[src/rtl/seven_seg_pkg.sv]
// ============================================================================
// Module : seven_seg_pkg
// Brief  : Shared types and constants for the two-digit seven-segment scanner.
// Rev    : 1.0  initial release
// ============================================================================
`default_nettype none

package seven_seg_pkg;

  typedef enum logic [1:0] {
    BLANK_0 = 2'd0,
    SHOW_0  = 2'd1,
    BLANK_1 = 2'd2,
    SHOW_1  = 2'd3
  } mux_state_t;

  localparam logic [6:0] SEG_BLANK = 7'h7F;

  function automatic logic is_show(input mux_state_t s);
    return (s == SHOW_0) || (s == SHOW_1);
  endfunction

endpackage

`default_nettype wire

[src/rtl/seven_seg_decoder.sv]
// ============================================================================
// Module : seven_seg_decoder
// Brief  : Hex nibble to active-low seven-segment pattern {g..a}.
// Rev    : 1.0  initial release
// ============================================================================
`default_nettype none

module seven_seg_decoder (
  input  logic [3:0] hex,
  output logic [6:0] seg_n
);

  always_comb begin
    seg_n = 7'h7F;
    case (hex)
      4'h0: seg_n = 7'h40;
      4'h1: seg_n = 7'h79;
      4'h2: seg_n = 7'h24;
      4'h3: seg_n = 7'h30;
      4'h4: seg_n = 7'h19;
      4'h5: seg_n = 7'h12;
      4'h6: seg_n = 7'h02;
      4'h7: seg_n = 7'h78;
      4'h8: seg_n = 7'h00;
      4'h9: seg_n = 7'h10;
      4'hA: seg_n = 7'h08;
      4'hB: seg_n = 7'h03;
      4'hC: seg_n = 7'h46;
      4'hD: seg_n = 7'h21;
      4'hE: seg_n = 7'h06;
      4'hF: seg_n = 7'h0E;
      default: seg_n = 7'h7F;
    endcase
  end

endmodule

`default_nettype wire

[src/rtl/seven_seg_mux_ctrl.sv]
// ============================================================================
// Module : seven_seg_mux_ctrl
// Brief  : Two-digit common-anode scanner with blanking dead-time between
//          digits. Optional macro BRIGHTNESS_PWM_EN adds a duty[3:0] input.
// Rev    : 1.0  initial release
// ============================================================================
`default_nettype none

module seven_seg_mux_ctrl #(
  parameter int SLOT_CYC  = 48_000,
  parameter int BLANK_CYC = 480
) (
  input  logic       clk,
  input  logic       reset,
  input  logic       en,
  input  logic [3:0] s0,
  input  logic [3:0] s1,
`ifdef BRIGHTNESS_PWM_EN
  input  logic [3:0] duty,
`endif
  output logic [6:0] seg,
  output logic [1:0] an,
  output logic       frame_tick
);

  import seven_seg_pkg::*;

  localparam int CNT_W = $clog2(SLOT_CYC);
  localparam logic [CNT_W-1:0] c_SLOT_LAST  = CNT_W'(SLOT_CYC - 1);
  localparam logic [CNT_W-1:0] c_BLANK_LAST = CNT_W'(BLANK_CYC - 1);

  generate
    if (BLANK_CYC < 2 || BLANK_CYC >= SLOT_CYC) begin : g_bad_params
      $error("seven_seg_mux_ctrl: BLANK_CYC must lie in 2 .. SLOT_CYC-1");
    end
  endgenerate

  mux_state_t       state_q, state_d;
  logic [CNT_W-1:0] cnt_q, cnt_d;
  logic [3:0]       hex_q, hex_d;
  logic [6:0]       seg_q, seg_dec;
  logic [1:0]       an_q, an_d;
  logic             tick_q, tick_d;
`ifdef BRIGHTNESS_PWM_EN
  logic [3:0]       pwm_q, pwm_d;
  logic [3:0]       duty_q, duty_d;
`endif

  seven_seg_decoder u_dec (
    .hex   (hex_q),
    .seg_n (seg_dec)
  );

  always_comb begin
    state_d = state_q;
    cnt_d   = cnt_q + 1'b1;
    case (state_q)
      BLANK_0: if (cnt_q == c_BLANK_LAST) state_d = SHOW_0;
      SHOW_0:  if (cnt_q == c_SLOT_LAST) begin
                 state_d = BLANK_1;
                 cnt_d   = '0;
               end
      BLANK_1: if (cnt_q == c_BLANK_LAST) state_d = SHOW_1;
      SHOW_1:  if (cnt_q == c_SLOT_LAST) begin
                 state_d = BLANK_0;
                 cnt_d   = '0;
               end
      default: begin
                 state_d = BLANK_0;
                 cnt_d   = '0;
               end
    endcase
    // Hold takes priority over any slot boundary in the same cycle.
    if (!en) begin
      state_d = BLANK_0;
      cnt_d   = '0;
    end
  end

  // Digit value is captured during the first blank cycle, leaving a full
  // cycle for the registered decode to settle before the anode turns on.
  always_comb begin
    hex_d = hex_q;
`ifdef BRIGHTNESS_PWM_EN
    duty_d = duty_q;
`endif
    if (!is_show(state_q) && cnt_q == '0) begin
      hex_d = (state_q == BLANK_1) ? s1 : s0;
`ifdef BRIGHTNESS_PWM_EN
      duty_d = duty;
`endif
    end
  end

`ifdef BRIGHTNESS_PWM_EN
  always_comb begin
    pwm_d = '0;
    if (is_show(state_d) && state_d == state_q) pwm_d = pwm_q + 1'b1;
  end
`endif

  always_comb begin
    an_d = 2'b11;
    if (state_d == SHOW_0)      an_d = 2'b10;
    else if (state_d == SHOW_1) an_d = 2'b01;
`ifdef BRIGHTNESS_PWM_EN
    if (pwm_d >= duty_q) an_d = 2'b11;
`endif
    tick_d = (state_d == SHOW_1) && (cnt_d == c_SLOT_LAST);
  end

  always_ff @(posedge clk or posedge reset) begin
    if (reset) begin
      state_q <= BLANK_0;
      cnt_q   <= '0;
      hex_q   <= '0;
      seg_q   <= SEG_BLANK;
      an_q    <= 2'b11;
      tick_q  <= 1'b0;
`ifdef BRIGHTNESS_PWM_EN
      pwm_q   <= '0;
      duty_q  <= '0;
`endif
    end else begin
      state_q <= state_d;
      cnt_q   <= cnt_d;
      hex_q   <= hex_d;
      seg_q   <= seg_dec;
      an_q    <= an_d;
      tick_q  <= tick_d;
`ifdef BRIGHTNESS_PWM_EN
      pwm_q   <= pwm_d;
      duty_q  <= duty_d;
`endif
    end
  end

  assign seg        = seg_q;
  assign an         = an_q;
  assign frame_tick = tick_q;

endmodule

`default_nettype wire

[config.mk]
export PLATFORM = sky130hd
export DESIGN_NAME = seven_seg_mux_ctrl
export DESIGN_NICKNAME = d
export VERILOG_FILES = /design/src/rtl/seven_seg_pkg.sv /design/src/rtl/seven_seg_decoder.sv /design/src/rtl/seven_seg_mux_ctrl.sv
export SDC_FILE = /design/constraint.sdc
export NUM_CORES = 1
export LEC_CHECK = 0
export BUFFER_PORTS_ARGS = -buffer_cell sky130_fd_sc_hd__buf_2
export CAP_MARGIN = 5
export CELL_PAD_IN_SITES_DETAIL_PLACEMENT = 1
export CELL_PAD_IN_SITES_GLOBAL_PLACEMENT = 2
export CORE_ASPECT_RATIO = 0.75
export CORE_UTILIZATION = 39
export DETAILED_ROUTE_END_ITERATION = 8
export PLACE_DENSITY = 0.88
export SYNTH_ARGS = -nofsm -noshare
export SYNTH_HDL_FRONTEND = slang
export SYNTH_SLANG_ARGS = --single-unit
[constraint.sdc]
create_clock -name clk -period 3.5 [get_ports clk]
set_clock_uncertainty 0.05 [all_clocks]
set_input_delay 0.7 -clock clk [delete_from_list [all_inputs] [get_ports clk]]
set_output_delay 0.7 -clock clk [all_outputs]
set_load 0.02 [all_outputs]
==> impl_metrics.py, run 1 <==
metrics = {
    "critical_path": {
        "crit_chain": "ha_1 -> nand2_1 -> or4_1 -> a211oi_4 -> nand4b_1 -> nor4_2",
        "reg2reg_depth": 6,
        "cp-start-kind": "flip-flop",
        "path_delay_family": "simple AND/OR/NAND/NOR gates",
        "crit_fanout": 8,
        "critPathCaptureType": "flip-flop",
        "cp.arrival_ns": 2.43,
        "critPathRequiredTime_ns": 3.64,
        "crit_cells": 6,
        "cpPeakStageDelay_ns": 0.50,
        "slowest_stage": "or4_1",
        "critPathBufInv": 0,
        "critical_path_class": "reg2reg",
    },
    "route": {
        "vias_per_cell": 5.54,
        "drc": 0,
        "wl_per_cell_um": 16.9,
        "wirelength_mm": 4.51,
        "drtAntennaViolNets": 0,
        "num_vias": 1480,
        "drt_pass1_iterations": 4,
        "dr.first_iter.drc_count": 111,
    },
    "die": {
        "io_pins": 21,
        "die_y_um": 61.8,
        "dieWidth_um": 81.7,
        "die-area_sq_um": 5050,
        "core_sq_um": 4520,
        "num_rows": 21,
        "initial_utilization": 0.411,
    },
    "run_status": {
        "status": "finished, final reports clean",
    },
    "grt": {
        "overflow": 0,
        "grt_pass1_vias": 1433,
        "grt_usage": 0.206,
        "grt_max_degree": 27,
        "antenna_found_initial": 0,
        "grt_pass1_wl_mm": 7.48,
    },
    "clocking": {
        "clk_latency_ns": 0.28,
        "clock-root-buffer": "clkbuf_8",
        "cts_buffers": 5,
        "cts_tree": "yes",
        "cts_buffer_depth": 2,
        "cts_resized": 0,
        "h-tree-depth": 2,
        "cts.sink_count": 32,
        "post_cts_buffers": 0,
        "clkTransAtPathRegs_ns": 0.07,
        "hold_buffers": 0,
    },
    "placed_design": {
        "hpwl_mm": 3.43,
        "place_congestion": 0.965,
        "portBuffers": 20,
    },
    "synthesis": {
        "synth-edff-count": 0,
        "synth_top_flop_cell": "dfrtp_1",
        "synth.distinct_cells": 49,
        "syn_avg_cell_area_sq_um": 9.58,
        "yosysWarnings": 0,
        "async_flop_share": 1.00,
        "netlist_top_cells_count": "dfrtp_1 (23), nand2_1 (19), nor2_1 (19), dfstp_2 (9), xnor2_1 (9)",
        "yosys-top-cells-area": "dfrtp_1 (31%), dfstp_2 (13%), ha_1 (5.4%)",
        "synth_most_common_cell": "dfrtp_1",
        "ys_seq_area_frac": 0.437,
        "synth_cells": 194,
        "synth_top_area_frac": 0.310,
        "synth_top_area_cell": "dfrtp_1",
        "ys_ff_latch": 32,
        "netlist_area_sq_um": 1860,
        "synth_fp_nets": 213,
    },
    "timing": {
        "fin_setup_tns_ns": 0,
        "rsz0062_at_grt": "false",
        "finalSetupViolations": 0,
        "finalMaxSlewViolations": 0,
        "fin_crit_ns": 2.29,
        "max_freq_ghz": 0.437,
        "hold_viol_final": 0,
        "finalCritPeriodShare": 0.653,
        "relSlewSlack": 0.312,
        "whs_ns": 0.518,
        "tightest_slew_ns": 1.03,
    },
    "pwr": {
        "power.total_w": 0.000932,
        "peakVddDrop_mv": 0.253,
        "leakage_nw": 0.824,
        "powerDensity_nw_per_um2": 455,
    },
    "final_layout": {
        "finalCoreUtilization": 0.453,
        "drive_gt1_frac": 0.205,
        "diodes": 0,
        "layout.nets": 228,
        "fill_cells": 531,
        "area_growth_pct": 10.2,
    },
    "min_path": {
        "min-delay-path-class": "reg2reg",
        "min_path_cells": 1,
    },
    "job": {
        "maxCapViolCount": 0,
    },
}
[sequential cells by signal (all words and copies together), names as in the netlist]
register	cells
state_q	2
cnt_q	16
an	2
frame_tick	1
hex_q	4
seg	7
[worst reg2reg max path, delay by kind of cell, from the launching register on]
| family | cells | cell delay, ns |
|---|---|---|
| AOI/OAI and AO/OA | 1 | 0.28 |
| adders and majority gates | 1 | 0.33 |
| DFF | 1 | 0.45 |
| and+or+nand+nor | 4 | 1.09 |
[stage by stage]
step / setup WS (ns) / instance area [sq um] / instances
5_1_grt: 0.984 / 2050 / 267
3_3_place_gp: 1.37 / 1970 / 259
2_1_floorplan: 1.52 / 1860 / 194
4_1_cts: 1.22 / 2050 / 267
6_report: 1.21 / 2050 / 267
3_5_place_dp: 1.21 / 1970 / 259
[power breakdown]
part,switching (W),leakage (nW),internal [W]
Sequential,0.0000422,0.406,0.000431
Combinational,0.000116,0.379,0.0000737
Clock,0.000128,0.0395,0.000141
Total,0.000286,0.824,0.000646
[per-layer routing]
layer | track usage | wire, um | vias to the layer above
li1 | - | - | 697
met1 | 0.305 | 2290 | 731
met2 | 0.287 | 1880 | 43
met3 | 0.0569 | 258 | 9
met4 | 0.0702 | 70 | 0
met5 | 0 | 0 | -
[layout by cell type (no fill, tap or decap), types with 3 or more instances in the layout]
| master | instances |
|---|---|
| dfrtp_1 | 23 |
| buf_2 | 20 |
| nand2_1 | 19 |
| nor2_1 | 19 |
| xnor2_1 | 9 |
| dfstp_2 | 9 |
| inv_1 | 8 |
| ha_1 | 8 |
| nand3_1 | 7 |
| o21ai_0 | 7 |
| nand4_1 | 6 |
| xor2_1 | 5 |
| nor3_1 | 5 |
| clkbuf_8 | 5 |
| nand2b_1 | 4 |
| a21oi_1 | 4 |
| nor2b_1 | 4 |
| mux2i_1 | 4 |
| o21ai_1 | 4 |
| or4_1 | 3 |
| clkbuf_1 | 3 |
[worst paths after layout]
path,slack [ns],startpoint,to
worst min-delay path,0.52,cnt_q[0],cnt_q[0]
worst max register to register,1.21,cnt_q[0],frame_tick
worst min register to register,0.52,cnt_q[0],cnt_q[0]
worst max-delay path,1.21,cnt_q[0],frame_tick
max in group asynchronous,2.03,reset,seg[6]
min in group asynchronous,0.60,reset,cnt_q[11]
[logic make-up (layout without fill, tap and decap cells)]
logic type	Yosys count	count (layout)	synth area share
and+or+nand+nor	86	86	0.262
DFF	32	32	0.437
AOI/OAI and AO/OA	28	28	0.0996
buffers and inverters	21	37	0.0538
xor gates and xnor gates	14	14	0.0660
adders and majority gates	8	8	0.0538
muxes	5	5	0.0276
[area by class of cell]
cell class | instances | area (sq um) | share of cell area
Sequential cell | 32 | 812 | 0.396
Inverter | 8 | 30.0 | 0.0147
Multi-Input combinational cell | 141 | 947 | 0.462
Timing Repair Buffer | 21 | 108 | 0.0525
Tap cell | 57 | 71.3 | 0.0348
Clock buffer | 8 | 80.1 | 0.0391
No activity file was read; power rests on OpenSTA's default activity.
==> run 2, diff against run 1 <==
--- a/config.mk
+++ b/config.mk
@@ -5,14 +5,15 @@
 export SDC_FILE = /design/constraint.sdc
 export NUM_CORES = 1
 export LEC_CHECK = 0
+export ABC_AREA = 1
 export BUFFER_PORTS_ARGS = -buffer_cell sky130_fd_sc_hd__buf_2
 export CAP_MARGIN = 5
 export CELL_PAD_IN_SITES_DETAIL_PLACEMENT = 1
 export CELL_PAD_IN_SITES_GLOBAL_PLACEMENT = 2
 export CORE_ASPECT_RATIO = 0.75
-export CORE_UTILIZATION = 39
+export CORE_UTILIZATION = 30
 export DETAILED_ROUTE_END_ITERATION = 8
-export PLACE_DENSITY = 0.88
+export PLACE_DENSITY = 0.79
 export SYNTH_ARGS = -nofsm -noshare
 export SYNTH_HDL_FRONTEND = slang
 export SYNTH_SLANG_ARGS = --single-unit
==> constraint.sdc (replaced) <==
create_clock -name clk -period 1.8 [get_ports clk]
set_clock_uncertainty 0.05 [all_clocks]
set_input_delay 0.36 -clock clk [delete_from_list [all_inputs] [get_ports clk]]
set_output_delay 0.36 -clock clk [all_outputs]
set_load 0.02 [all_outputs]
==> impl_metrics.py, run 2 <==
metrics = {
    "final_layout": {
        "diodes": 0,
        "fill_cells": 755,
        "layout.nets": 302,
        "top_register": "cnt_q",
        "fin_area_sq_um": 2280,
        "drive_gt1_frac": 0.246,
        "finalCoreUtilization": 0.383,
        "mostFrequentLayoutCell": "nand2_1",
        "final_cell_mix": "nand2_1 (54), inv_1 (37), nor2_1 (35)",
        "regArea_sq_um": 812,
        "area_growth_pct": 19.8,
        "largest_reg_flops": 16,
        "stdcell_count": 362,
        "multi_input_area_sq_um": 961,
    },
    "die": {
        "core_sq_um": 5950,
        "num_rows": 24,
        "dieWidth_um": 93.9,
        "io_pins": 21,
        "die-area_sq_um": 6660,
        "die_y_um": 70.9,
        "initial_utilization": 0.320,
    },
    "synthesis": {
        "synth_fp_nets": 271,
        "async_flop_share": 1.00,
        "ys_ff_latch": 32,
        "netlist_top_cells_count": "nand2_1 (55), inv_1 (37), nor2_1 (35), nand3_1 (25), dfrtp_1 (23)",
        "synth.distinct_cells": 26,
        "syn_avg_cell_area_sq_um": 7.54,
        "yosys-top-cells-area": "dfrtp_1 (30%), dfstp_2 (12%), nand2_1 (11%)",
        "yosysWarnings": 0,
        "synth_top_area_frac": 0.303,
        "synth_top_area_cell": "dfrtp_1",
        "synth-edff-count": 0,
        "synth_top_flop_cell": "dfrtp_1",
        "netlist_area_sq_um": 1900,
        "synth_most_common_cell": "nand2_1",
        "ys_seq_area_frac": 0.427,
        "synth_cells": 252,
    },
    "pwr": {
        "peakVddDrop_mv": 0.476,
        "powerDensity_nw_per_um2": 880,
        "leakage_nw": 1.14,
    },
    "route": {
        "wl_per_cell_um": 14.9,
        "dr.first_iter.drc_count": 63,
        "vias_per_cell": 4.60,
        "drc": 0,
        "num_vias": 1667,
        "wirelength_mm": 5.41,
        "drt_pass1_iterations": 4,
        "drtAntennaViolNets": 0,
    },
    "timing": {
        "max_freq_ghz": 0.587,
        "rsz0062_at_grt": "true",
        "hold_viol_final": 0,
        "fin_crit_ns": 1.70,
        "tightest_slew_ns": 0.435,
        "relSlewSlack": 0.710,
        "finalMaxSlewViolations": 0,
        "finalCritPeriodShare": 0.946,
        "finalSetupViolations": 0,
        "finalWorstSetupSlack_ns": 0.0964,
    },
    "clocking": {
        "clk_latency_ns": 0.29,
        "cts_tree": "yes",
        "cts_buffer_depth": 2,
        "cts_buffers": 5,
        "cts.sink_count": 32,
        "clkTransAtPathRegs_ns": 0.07,
        "clock-root-buffer": "clkbuf_8",
        "h-tree-depth": 2,
    },
    "placed_design": {
        "portBuffers": 20,
        "place_area_sq_um": 2130,
        "post-place-cells": 353,
        "hpwl_mm": 4.27,
        "place_congestion": 0.801,
        "dp_slack_ns": -0.000970,
    },
    "critical_path": {
        "slowest_stage": "dfrtp_1",
        "r2r-start": "cnt_q[9]",
        "cp-start-kind": "flip-flop",
        "crit_start": "cnt_q[9]",
        "critPathCaptureType": "flip-flop",
        "cp.arrival_ns": 1.84,
        "crit_fanout": 6,
        "critPathRequiredTime_ns": 1.93,
        "critPathBufInv": 0,
        "cpMostUsedCell": "nor2_2",
        "critical_path_class": "reg2reg",
        "crit_chain": "nand2_2 -> nor2_2 -> nand3_1 -> nor2_2 -> nor2_4 -> nand3_2 -> nor2_1 -> nand2_1 -> nor2_2",
        "path_delay_family": "simple AND/OR/NAND/NOR gates",
        "cpPeakStageDelay_ns": 0.43,
    },
    "grt": {
        "grt_max_degree": 33,
        "antenna_found_initial": 0,
        "grt_pass1_wl_mm": 9.03,
        "grt_pass1_vias": 1734,
        "grt_usage": 0.182,
        "overflow": 0,
    },
    "min_path": {
        "min-delay-path-class": "in2async",
    },
    "job": {
        "maxCapViolCount": 0,
    },
    "run_status": {
        "status": "finished, final reports clean",
    },
}
-- run 2: cell types whose count changed after synthesis, moves of 5 or more --
cell	previous run	this run
inv_1	8	37
nor2_1	19	35
xnor2_1	9	1
nand2_1	19	55
nor2_2	0	7
nand3_1	7	25
a21oi_1	4	9
-- run 2: repair_timing --
action | in CTS | in global routing
pin swaps | 1 | 4
hold buffers | 0 | 0
gates resized for setup | 1 | 7
setup buffers | 0 | 1
endpoints found under the setup margin | 2 | 11
-- run 2: cells by family after synthesis --
family | count (synthesis) | share of synthesized area
mux | 4 | 0.0211
buf+inv | 43 | 0.0849
flops | 32 | 0.427
xor+xnor | 2 | 0.00922
compound gates | 22 | 0.0599
simple gates | 141 | 0.345
fa+ha+maj | 8 | 0.0527
-- run 2: final cells by class --
type | instances | area share
Multi-Input combinational cell | 177 | 0.422
Clock buffer | 6 | 0.0319
Timing Repair Buffer | 26 | 0.0637
Clock inverter | 2 | 0.0154
Sequential cell | 32 | 0.357
Inverter | 41 | 0.0676
Tap cell | 78 | 0.0429
-- run 2: worst reg2reg max path, stage by stage (launching register included) --
cell     delay, ns
dfrtp_1       0.43
nand2_2       0.15
nor2_2        0.25
nand3_1       0.13
nor2_2        0.19
nor2_4        0.09
nand3_2       0.10
nor2_1        0.05
nand2_1       0.12
nor2_2        0.04
-- run 2: where the power goes --
group	internal, W	switching, W	total (W)
logic	0.000140	0.000266	0.000407
registers	0.000840	0.0000657	0.000905
clock network	0.000411	0.000281	0.000692
total	0.00139	0.000613	0.00200
-- run 2: routing by layer --
metal / share of wire / vias up / GRT usage / wire length, um
met5: 0 / - / 0 / 0
met2: 0.40 / 20 / 0.247 / 2180
li1: - / 853 / - / -
met1: 0.56 / 787 / 0.283 / 3030
met4: 0.011 / 0 / 0.0513 / 61
met3: 0.026 / 7 / 0.0387 / 142
-- run 2: path summary, 6_finish.rpt --
path                               to  slack (ns)  cells past startpoint
min                          cnt_q[7]        0.10                      3
min reg2reg                  cnt_q[0]        0.45                      1
max                        frame_tick         0.1                      9
max reg2reg                frame_tick         0.1                      9
max in group asynchronous       an[1]        1.25                      3
min in group clk           state_q[1]        0.31                      3
-- run 2: stage by stage --
| stage | setup TNS [ns] | hold WS (ns) | total power (W) |
|---|---|---|---|
| after detailed placement | -0.000970 | 0.427 | 0.00132 |
| after global placement | 0 | 0.424 | 0.00131 |
| after floorplan | 0 | 0.406 | 0.00118 |
| after CTS | 0 | 0.122 | 0.00202 |
| after global routing | -0.0204 | 0.160 | 0.00213 |
| final | 0 | 0.102 | 0.00200 |
==> run 3, diff against run 2 <==
--- a/config.mk
+++ b/config.mk
@@ -11,9 +11,9 @@
 export CELL_PAD_IN_SITES_DETAIL_PLACEMENT = 1
 export CELL_PAD_IN_SITES_GLOBAL_PLACEMENT = 2
 export CORE_ASPECT_RATIO = 0.75
-export CORE_UTILIZATION = 30
+export CORE_UTILIZATION = 36
 export DETAILED_ROUTE_END_ITERATION = 8
-export PLACE_DENSITY = 0.79
+export PLACE_DENSITY = 0.89
 export SYNTH_ARGS = -nofsm -noshare
 export SYNTH_HDL_FRONTEND = slang
 export SYNTH_SLANG_ARGS = --single-unit
==> constraint.sdc (replaced) <==
create_clock -name clk -period 2.2 [get_ports clk]
set_clock_uncertainty 0.05 [all_clocks]
set_input_delay 0.44 -clock clk [delete_from_list [all_inputs] [get_ports clk]]
set_output_delay 0.44 -clock clk [all_outputs]
set_load 0.005 [all_outputs]
==> impl_metrics.py, run 3 (synthesis results as in run 2) <==
metrics = {
    "critical_path": {
        "cp-start-kind": "flip-flop",
        "critPathCaptureType": "flip-flop",
        "critPathRequiredTime_ns": 2.37,
        "critical_path_class": "reg2reg",
        "crit_fanout": 6,
        "cp.arrival_ns": 1.98,
    },
    "route": {
        "drtAntennaViolNets": 0,
        "wl_per_cell_um": 13.8,
        "drc": 0,
        "drt_pass1_iterations": 5,
        "dr.first_iter.drc_count": 117,
        "wirelength_mm": 4.86,
        "vias_per_cell": 4.76,
        "num_vias": 1672,
    },
    "placed_design": {
        "dp_slack_ns": 0.408,
        "place_area_sq_um": 2090,
        "hpwl_mm": 3.77,
        "portBuffers": 20,
        "place_congestion": 0.814,
    },
    "pwr": {
        "peakVddDrop_mv": 0.305,
        "leakage_nw": 1.10,
        "powerDensity_nw_per_um2": 713,
    },
    "clocking": {
        "hold_buffers": 0,
        "cts.sink_count": 32,
        "clock-root-buffer": "clkbuf_8",
        "cts_buffers": 5,
        "cts_tree": "yes",
        "post_cts_buffers": 0,
        "h-tree-depth": 2,
        "cts_resized": 0,
        "clkTransAtPathRegs_ns": 0.07,
        "cts_buffer_depth": 2,
        "clk_latency_ns": 0.28,
    },
    "final_layout": {
        "diodes": 0,
        "final_cell_mix": "nand2_1 (55), inv_1 (37), nor2_1 (35)",
        "layout.nets": 297,
        "mostFrequentLayoutCell": "nand2_1",
        "area_growth_pct": 15.9,
        "fin_area_sq_um": 2200,
        "drive_gt1_frac": 0.215,
        "top_register": "cnt_q",
        "fill_cells": 644,
        "largest_reg_flops": 16,
    },
    "grt": {
        "grt_usage": 0.199,
        "grt_pass1_wl_mm": 8.43,
        "antenna_found_initial": 0,
        "grt.met3_usage": 0.0446,
        "overflow": 0,
        "grt_use_met2": 0.261,
        "grt_use_met1": 0.320,
        "grt_pass1_vias": 1636,
        "busiest_layer": "met1",
        "grt_max_degree": 33,
    },
    "die": {
        "die_y_um": 64.9,
        "die-area_sq_um": 5580,
        "initial_utilization": 0.381,
        "num_rows": 22,
        "io_pins": 21,
        "dieWidth_um": 85.9,
        "core_sq_um": 4980,
    },
    "timing": {
        "finalWorstSetupSlack_ns": 0.394,
        "finalSetupViolations": 0,
        "hold_viol_final": 0,
        "tightest_slew_ns": 0.422,
        "finalCritPeriodShare": 0.821,
        "max_freq_ghz": 0.554,
        "relSlewSlack": 0.719,
        "fin_crit_ns": 1.81,
        "finalMaxSlewViolations": 0,
        "fin_setup_tns_ns": 0,
        "rsz0062_at_grt": "false",
    },
    "run_status": {
        "status": "finished, final reports clean",
    },
    "job": {
        "maxCapViolCount": 0,
    },
    "min_path": {
        "min-delay-path-class": "in2async",
    },
}
-- run 3: report_power, final --
| group | total (W) | switching [W] | internal, W |
|---|---|---|---|
| sequential | 0.000741 | 0.0000543 | 0.000687 |
| combinational | 0.000264 | 0.000157 | 0.000107 |
| clock | 0.000564 | 0.000229 | 0.000335 |
| total | 0.00157 | 0.000440 | 0.00113 |
-- run 3: cell type report --
type | instances | area, sq um | share of cell area
clock buffers | 5 | 68.8 | 0.0313
clock inverters | 3 | 42.5 | 0.0193
inverters | 41 | 154 | 0.0699
multi-input cells | 177 | 927 | 0.421
flip-flops and latches | 32 | 812 | 0.369
well taps | 72 | 90.1 | 0.0409
repair buffers | 21 | 108 | 0.0489
-- run 3: routing by layer --
layer  vias up  part of all wire
met5         -                 0
met4         0            0.0082
met3         6             0.045
met2        31              0.40
met1       786              0.55
li1        849                 -
-- run 3: final timing paths --
check	start	endpoint	slack, ns	cells after the start
worst max-delay path	cnt_q[0]	frame_tick	0.39	10
worst min-delay path	reset	cnt_q[5]	0.19	3
worst max register to register	cnt_q[0]	frame_tick	0.39	10
worst min register to register	state_q[1]	an[1]	0.48	1
max in group asynchronous	reset	an[1]	1.58	3
min in group clk	en	state_q[1]	0.38	3
-- run 3: metrics by stage --
stage	std cells	utilization	total power, W	hold slack (ns)
2_1_floorplan	252	-	0.000903	0.406
3_3_place_gp	343	0.420	0.00101	0.437
3_5_place_dp	343	0.420	0.00102	0.453
4_1_cts	351	0.442	0.00160	0.198
5_1_grt	351	0.442	0.00167	0.214
6_report	351	0.442	0.00157	0.189
-- run 3: worst max-delay path, stage by stage (launching register included) --
cell and delay [ns]:
dfrtp_1 0.43, ha_1 0.25, nand2_1 0.17, nor2_2 0.08
nand3_1 0.09, nor2_2 0.05, nor2_4 0.18, nand3_1 0.13
nor2_1 0.12, nand2_1 0.10, nor2_2 0.09
